===== src/rtl/prog_loader.sv =====
// Program loader: receives a length-prefixed, XOR-checksummed byte stream and
// writes it as 16-bit words into instruction memory, holding the CPU in reset
// while a load is in progress or after a failed load.
module prog_loader #(
  parameter logic [15:0] BASE_ADDR = 16'h0000,
  parameter bit          BOOT_HOLD = 1'b0,
  parameter int unsigned TIMEOUT   = 0
) (
  input  logic        clk,
  input  logic        rst,
  input  logic [7:0]  in_data,
  input  logic        in_valid,
  output logic        in_ready,
  output logic [15:0] mem_addr,
  output logic [15:0] mem_data,
  output logic        mem_we,
  output logic        cpu_rst,
  output logic        busy,
  output logic        done,
  output logic        err
);

  typedef enum logic [2:0] {
    S_IDLE, S_LEN_LO, S_DATA_HI, S_DATA_LO, S_WRITE, S_CSUM, S_DONE, S_ERR
  } state_t;

  state_t      state_q, state_d;
  logic [7:0]  hi_q, hi_d;          // LEN_HI during the header, then the high data byte
  logic [7:0]  lo_q, lo_d;
  logic [15:0] addr_q, addr_d;
  logic [15:0] cnt_q, cnt_d;        // words still to be written
  logic [7:0]  csum_q, csum_d;
  logic [31:0] tcnt_q, tcnt_d;      // idle cycles since the last accepted byte
  logic        boot_pend_q, boot_pend_d;
  logic        in_ready_q, in_ready_d;
  logic        mem_we_q, mem_we_d;
  logic        busy_q, busy_d;
  logic        done_q, done_d;
  logic        err_q, err_d;
  logic        cpu_rst_q, cpu_rst_d;
  logic        accept;
  logic        counting;

  // Next-state logic; all outputs are derived from the next state so they are registered.
  always_comb begin
    accept      = in_valid && in_ready_q;
    state_d     = state_q;
    hi_d        = hi_q;
    lo_d        = lo_q;
    addr_d      = addr_q;
    cnt_d       = cnt_q;
    csum_d      = csum_q;
    tcnt_d      = tcnt_q;
    boot_pend_d = boot_pend_q;

    case (state_q)
      S_IDLE, S_DONE, S_ERR: begin
        if (accept) begin
          hi_d    = in_data;
          csum_d  = in_data;
          addr_d  = BASE_ADDR;
          state_d = S_LEN_LO;
        end
      end
      S_LEN_LO: begin
        if (accept) begin
          cnt_d   = {hi_q, in_data};
          csum_d  = csum_q ^ in_data;
          state_d = ({hi_q, in_data} == 16'd0) ? S_CSUM : S_DATA_HI;
        end
      end
      S_DATA_HI: begin
        if (accept) begin
          hi_d    = in_data;
          csum_d  = csum_q ^ in_data;
          state_d = S_DATA_LO;
        end
      end
      S_DATA_LO: begin
        if (accept) begin
          lo_d    = in_data;
          csum_d  = csum_q ^ in_data;
          state_d = S_WRITE;
        end
      end
      S_WRITE: begin
        addr_d  = addr_q + 16'd1;
        cnt_d   = cnt_q - 16'd1;
        state_d = (cnt_q == 16'd1) ? S_CSUM : S_DATA_HI;
      end
      S_CSUM: begin
        if (accept) state_d = (in_data == csum_q) ? S_DONE : S_ERR;
      end
      default: state_d = S_IDLE;
    endcase

    // Inter-byte watchdog: only waiting states count; the write cycle never does.
    counting = (state_q == S_LEN_LO) || (state_q == S_DATA_HI) ||
               (state_q == S_DATA_LO) || (state_q == S_CSUM);
    if ((TIMEOUT == 0) || !counting || accept) begin
      tcnt_d = 32'd0;
    end else if (tcnt_q == 32'(TIMEOUT - 1)) begin
      tcnt_d  = 32'd0;
      state_d = S_ERR;
    end else begin
      tcnt_d = tcnt_q + 32'd1;
    end

    if (state_d == S_DONE) boot_pend_d = 1'b0;

    busy_d     = (state_d == S_LEN_LO) || (state_d == S_DATA_HI) ||
                 (state_d == S_DATA_LO) || (state_d == S_WRITE) || (state_d == S_CSUM);
    done_d     = (state_d == S_DONE);
    err_d      = (state_d == S_ERR);
    mem_we_d   = (state_d == S_WRITE);
    in_ready_d = (state_d != S_WRITE);
    cpu_rst_d  = busy_d || (state_d == S_ERR) || boot_pend_d;
  end

  // State and registered outputs; reset aborts any load in progress.
  always_ff @(posedge clk or posedge rst) begin
    if (rst) begin
      state_q     <= S_IDLE;
      hi_q        <= 8'd0;
      lo_q        <= 8'd0;
      addr_q      <= 16'd0;
      cnt_q       <= 16'd0;
      csum_q      <= 8'd0;
      tcnt_q      <= 32'd0;
      boot_pend_q <= BOOT_HOLD;
      in_ready_q  <= 1'b0;
      mem_we_q    <= 1'b0;
      busy_q      <= 1'b0;
      done_q      <= 1'b0;
      err_q       <= 1'b0;
      cpu_rst_q   <= BOOT_HOLD;
    end else begin
      state_q     <= state_d;
      hi_q        <= hi_d;
      lo_q        <= lo_d;
      addr_q      <= addr_d;
      cnt_q       <= cnt_d;
      csum_q      <= csum_d;
      tcnt_q      <= tcnt_d;
      boot_pend_q <= boot_pend_d;
      in_ready_q  <= in_ready_d;
      mem_we_q    <= mem_we_d;
      busy_q      <= busy_d;
      done_q      <= done_d;
      err_q       <= err_d;
      cpu_rst_q   <= cpu_rst_d;
    end
  end

  assign in_ready = in_ready_q;
  assign mem_addr = addr_q;
  assign mem_data = {hi_q, lo_q};
  assign mem_we   = mem_we_q;
  assign busy     = busy_q;
  assign done     = done_q;
  assign err      = err_q;
  assign cpu_rst  = cpu_rst_q;

endmodule


===== config.mk =====
export PLATFORM = sky130hd
export DESIGN_NAME = prog_loader
export DESIGN_NICKNAME = d
export VERILOG_FILES = /design/src/rtl/prog_loader.sv
export SDC_FILE = /design/constraint.sdc
export NUM_CORES = 1
export LEC_CHECK = 0
export CAP_MARGIN = 20
export CORE_AREA = 8 8 107 109
export CTS_BUF_LIST = sky130_fd_sc_hd__clkbuf_2 sky130_fd_sc_hd__clkbuf_4 sky130_fd_sc_hd__clkbuf_8
export CTS_CLUSTER_DIAMETER = 100
export DETAILED_ROUTE_END_ITERATION = 10
export DIE_AREA = 0 0 115 117
export GPL_TIMING_DRIVEN = 0
export HOLD_SLACK_MARGIN = 0.03
export PLACE_DENSITY_LB_ADDON = 0.08
export REMOVE_ABC_BUFFERS = 1
export SLEW_MARGIN = 40
export SYNTH_ARGS = -nofsm -noshare
export SYNTH_HDL_FRONTEND = slang
export SYNTH_SLANG_ARGS = --single-unit

===== constraint.sdc =====
create_clock -name clk -period 2.7 [get_ports clk]
set_input_delay 0.54 -clock clk [delete_from_list [all_inputs] [get_ports clk]]
set_output_delay 0.54 -clock clk [all_outputs]
set_load 0.005 [all_outputs]

# Yosys cells after proc, flatten, opt, wreduce, memory -nomap -nowiden
# Index checks and enable logic that the tools add are counted.
[word_totals]
regBits = 66
output_inout_bits = 38
[classes]
n_addsub = 2
eq_ne = 20
muxes = 17
bitwise_logic = 1
reduce_logical = 20
[op_table]
columns = ["operator", "count"]
rows = [
  ["case mux 16 bit (2 select lines)", 2],
  ["two-way mux 16 bit", 2],
  ["equality test 3 bit, second input constant", 8],
  ["two-way mux 3 bit", 7],
  ["case mux 3 bit (6 select lines)", 1],
  ["adder 16 x 1 -> 16 bit, second input constant", 1],
  ["equality test 16 x 1 -> 1 bit, second input constant", 1],
  ["zero test 16 bit", 1],
  ["two-way mux 8 bit", 2],
  ["case mux 8 bit (2 select lines)", 1],
  ["subtractor 16 x 1 -> 16 bit, second input constant", 1],
  ["equality test 3 x 2 -> 1 bit, second input constant", 4],
  ["equality test 8 bit", 1],
  ["AND reduction 2 bit", 4],
  ["bitwise XOR 8 bit", 1],
  ["equality test 3 x 1 -> 1 bit, second input constant", 2],
  ["logical OR 1 bit", 6],
  ["nonzero test 2 bit", 3],
  ["OR reduction 3 bit", 2],
  ["!= test 2 bit, second input constant", 2],
  ["OR reduction 4 bit", 1],
  ["zero test 3 bit", 1],
  ["!= test 3 bit, second input constant", 1],
  ["AND reduction 3 bit", 1],
  ["other kinds (3)", 4],
]

# Depth between registers and ports, before layout
[logic_depth]
depth_word = 11
depth_mapped = 8
depth_no_buf = 7

# Worst setup path after synthesis
# No wires, ideal clock.
[synth_timing]
path_kind = "reg-to-reg"
startpoint = "register cnt_q[2]"
endpoint = "register cnt_q[10]"
setup_ns = 0.139
t_arrival_ns = 1.888
t_required_ns = 2.561
setup_slack_ns = 0.673
path_stages_with_launch = 6
path_buffers = 1
synth_period_minus_slack_ns = 2.027
path_cell_list = "dfrtp_1 or4_4 or4_1 buf_2 o311ai_2 o211ai_1"
[synth_between]
elab_chain_len = 2
[synth_rtl]
columns = ["element", "line", "text"]
rows = [
  ["start: declaration", "31", "logic [15:0] cnt_q, cnt_d;"],
  ["start signal: assignment", "142", "cnt_q <= cnt_d;"],
  ["subtractor 16 x 1 -> 16 bit", "88", "cnt_d = cnt_q - 16'd1;"],
  ["case mux 16 bit (2 select lines)", "56", "case (state_q)"],
]
# No other way between the ends.
# A chain may end at the register's enable or synchronous reset.

# Worst setup path in the final report
[layout_timing]
startpoint = "input port in_valid"
endpoint = "register csum_q[3]"
[layout_between]
elab_chain_len = 3
[layout_rtl]
columns = ["element", "line", "text"]
rows = [
  ["start: declaration", "12", "input logic in_valid,"],
  ["logical AND 1 bit *", "46", "accept = in_valid && in_ready_q;"],
  ["!= test 2 x 1 -> 1 bit (no source line) or != test 2 bit (tied branches)", "--", ""],
  ["AND reduction 3 bit (no source line) *", "--", ""],
  ["end signal: assignment", "143", "csum_q <= csum_d;"],
  ["end: declaration", "32", "logic [7:0] csum_q, csum_d;"],
]
# Every way passes the cells marked *; elsewhere a longest branch is shown, timed or not.

==> run metrics <==
status=finished clean; Die Width=115 um; die area=roughly 0.013 mm2; register area share after synthesis=around half; Hold Vio Cnt, Final=0; htree depth=3; Req. time, crit path=2960 ps; Inserted Diodes=0; clock slew at reported path FFs=70 ps; grt total ovfl=0; Ys Warns=0; unrepaired setup endpoints after global routing=no; port buffer count=48; Primary FF master, synth=dfrtp_1; NumNets Final=395; Fmax=408.1 MHz; clk_skew=6.835 ps; synth unique cells=52; Root Buffer=clkbuf_8; Critical Path AT=2710 ps; initial core utilization=33.43%; worst-skew pair later-pin latency=around 340 ps; Slew Viols, Final=0; via count of the routed design=2643; Die Y=117 um; post-DR vias/cell=5.063; Rows=37; EDFF count, synth=0; area grow syn2layout=24.59%; worst-margin pin slew=782.8 ps; final period utilization=between 90% and 100%; CP endpoint kind=register; gpl congestion=0.7439; initial antenna violation count=0; #FFs+latches synth=66; Hold WS=489.8 ps; vias in the first global route=2705; IO Count=49; top-area cell type share of the netlist area=49.87%; # fillers=1024; Pre-Repair DR Iteration Count=4; Initial DRC Count=96; post-synthesis cell area=roughly 0.0033 mm2; hpwl dp=between 5 and 6 mm; pwr dens=between 900 and 1000 mW/mm2; Startpoint Class=primary input; Worst VDD drop=between 0.0004 and 0.0005 V; cell with the most instances after synthesis=dfrtp_1; post-route ant nets=0; Synth area leaders=dfrtp_1 50%, mux2_2 5.4%, nand2_1 4.8%, nor2_1 3.2%, o21ai_0 2.9%; Max Cap Viol=0; CP Class=primary input to register; crit-path max FO=16; WL per Instance=~17 um; final setup vio count=0; Total Routing Usage GR=13.71%; final WL=approximately 8.6 mm; Async SR Flop Fraction=100.0%; Leak=approximately 1.7 nW; pin count of the biggest net entering global routing=39; Post-Syn Area per Cell=10.01 um2; CTS Buffer Depth=2; core area=0.009907 mm2; first-pass GRT wire length=between 10 and 15 mm; CTS Buf Count=9; Post-synth top cells=66 x dfrtp_1, 42 x nand2_1, 28 x nor2_1; fraction of layout cells with a size suffix above 1=12.95%; hold_buf cts=0; Synth area leader=dfrtp_1; clock sinks=66; min-delay worst type=register to register; DRC viols=0; CTS tree=built; Slew headroom=a little under half; Cells after Synth=331; minimum clock period=2451 ps; Pwr Total=4.034 mW; total negative slack=0 ps
-- report_power, final --
part / internal [mW] / leakage, nW / total (mW) / switching [mW]
Sequential: 1.36 / 0.810 / 1.75 / 0.390
Combinational: 0.796 / 0.748 / 1.47 / 0.676
Clock: 0.430 / 0.0992 / 0.815 / 0.384
-- through the flow --
step / utilization, % / worst slack, ps / area (um2) / cells
CTS: 41.65 / 218.0 / 4126 / 522
floorplan: - / 392.3 / 3248 / 320
finish: 41.65 / 249.3 / 4126 / 522
global placement: 39.35 / -868.3 / 3899 / 504
detailed placement: 39.67 / -130.2 / 3930 / 505
global route: 41.65 / 36.29 / 4126 / 522
-- metal layers --
layer	global-route usage [%]	wire length (um)	vias up
li1	-	-	1298
met4	4.203	90	0
met3	4.464	496	7
met1	17.75	4110	1283
met5	0	0	-
met2	21.32	3929	55
-- worst paths after layout --
check | startpoint | slack, ps | cells after the start | to
worst max-delay path | in_valid | 250 | 6 | csum_q[3]$_DFFE_PP0P_
worst min-delay path | mem_addr[15]$_DFFE_PP0P_ | 490 | 1 | mem_addr[15]$_DFFE_PP0P_
worst max register to register | state_q[2]$_DFF_PP0_ | 280 | 5 | mem_addr[7]$_DFFE_PP0P_
worst min register to register | mem_addr[15]$_DFFE_PP0P_ | 490 | 1 | mem_addr[15]$_DFFE_PP0P_
max in group asynchronous | rst | 1660 | 3 | cnt_q[9]$_DFFE_PP0P_
min in group asynchronous | rst | 540 | 2 | cpu_rst$_DFF_PP0_
-- cell usage in the layout, fill, tap and decap left out, types with 3 or more instances in the layout --
cell,instances
dfrtp_1,66
clkdlybuf4s50_1,48
nand2_1,42
nor2_1,28
o21ai_0,19
mux2_2,16
nand3_1,14
a21oi_1,13
xor2_1,9
nand4_1,9
xnor2_1,9
clkbuf_8,9
inv_1,8
nor4_1,8
nor3_1,7
nand2b_1,5
a211oi_1,5
o211ai_1,5
mux2i_1,5
o21a_1,4
clkinv_2,4
and2_1,3
a311oi_1,3
o21ai_1,3
ha_1,3
-- flip-flops by register name, indices dropped and copies added, names as in the netlist --
register     count
err              1
in_ready         1
done             1
busy             1
hi_q             8
lo_q             8
boot_pend_q      1
csum_q           8
mem_addr        16
state_q          3
mem_we           1
cnt_q           16
cpu_rst          1
-- cell families after synthesis --
family,count (synthesis),share of synthesized area [%]
multiplexers,21,6.951
AND/OR/NAND/NOR,136,21.19
buffers and inverters,20,2.947
XOR/XNOR,18,4.760
AO/OA/AOI/OAI,67,13.15
adder cells (fa/ha/maj),3,1.133
flip-flops,66,49.87
-- worst max-delay path: stages --
cell,delay (ps)
clkdlybuf4s50_1,530
and2_1,230
and3_1,480
nand2_1,530
nand2_1,230
xor2_1,160
-- repair_timing --
item,in CTS,in global routing
buffers inserted,1,0
setup endpoints to repair,1,0
resized for setup,0,0
-- layout make-up --
class | count | area [um2] | area share (%)
timing repair buffer | 50 | 508.0 | 12.31
tap | 136 | 170.2 | 4.124
sequential | 66 | 1652 | 40.02
multi-input combinational | 245 | 1569 | 38.02
clock buffer | 10 | 131.4 | 3.184
inverter | 9 | 38.79 | 0.9400
clock inverter | 6 | 57.56 | 1.395
No activity file was read; power rests on OpenSTA's default activity.
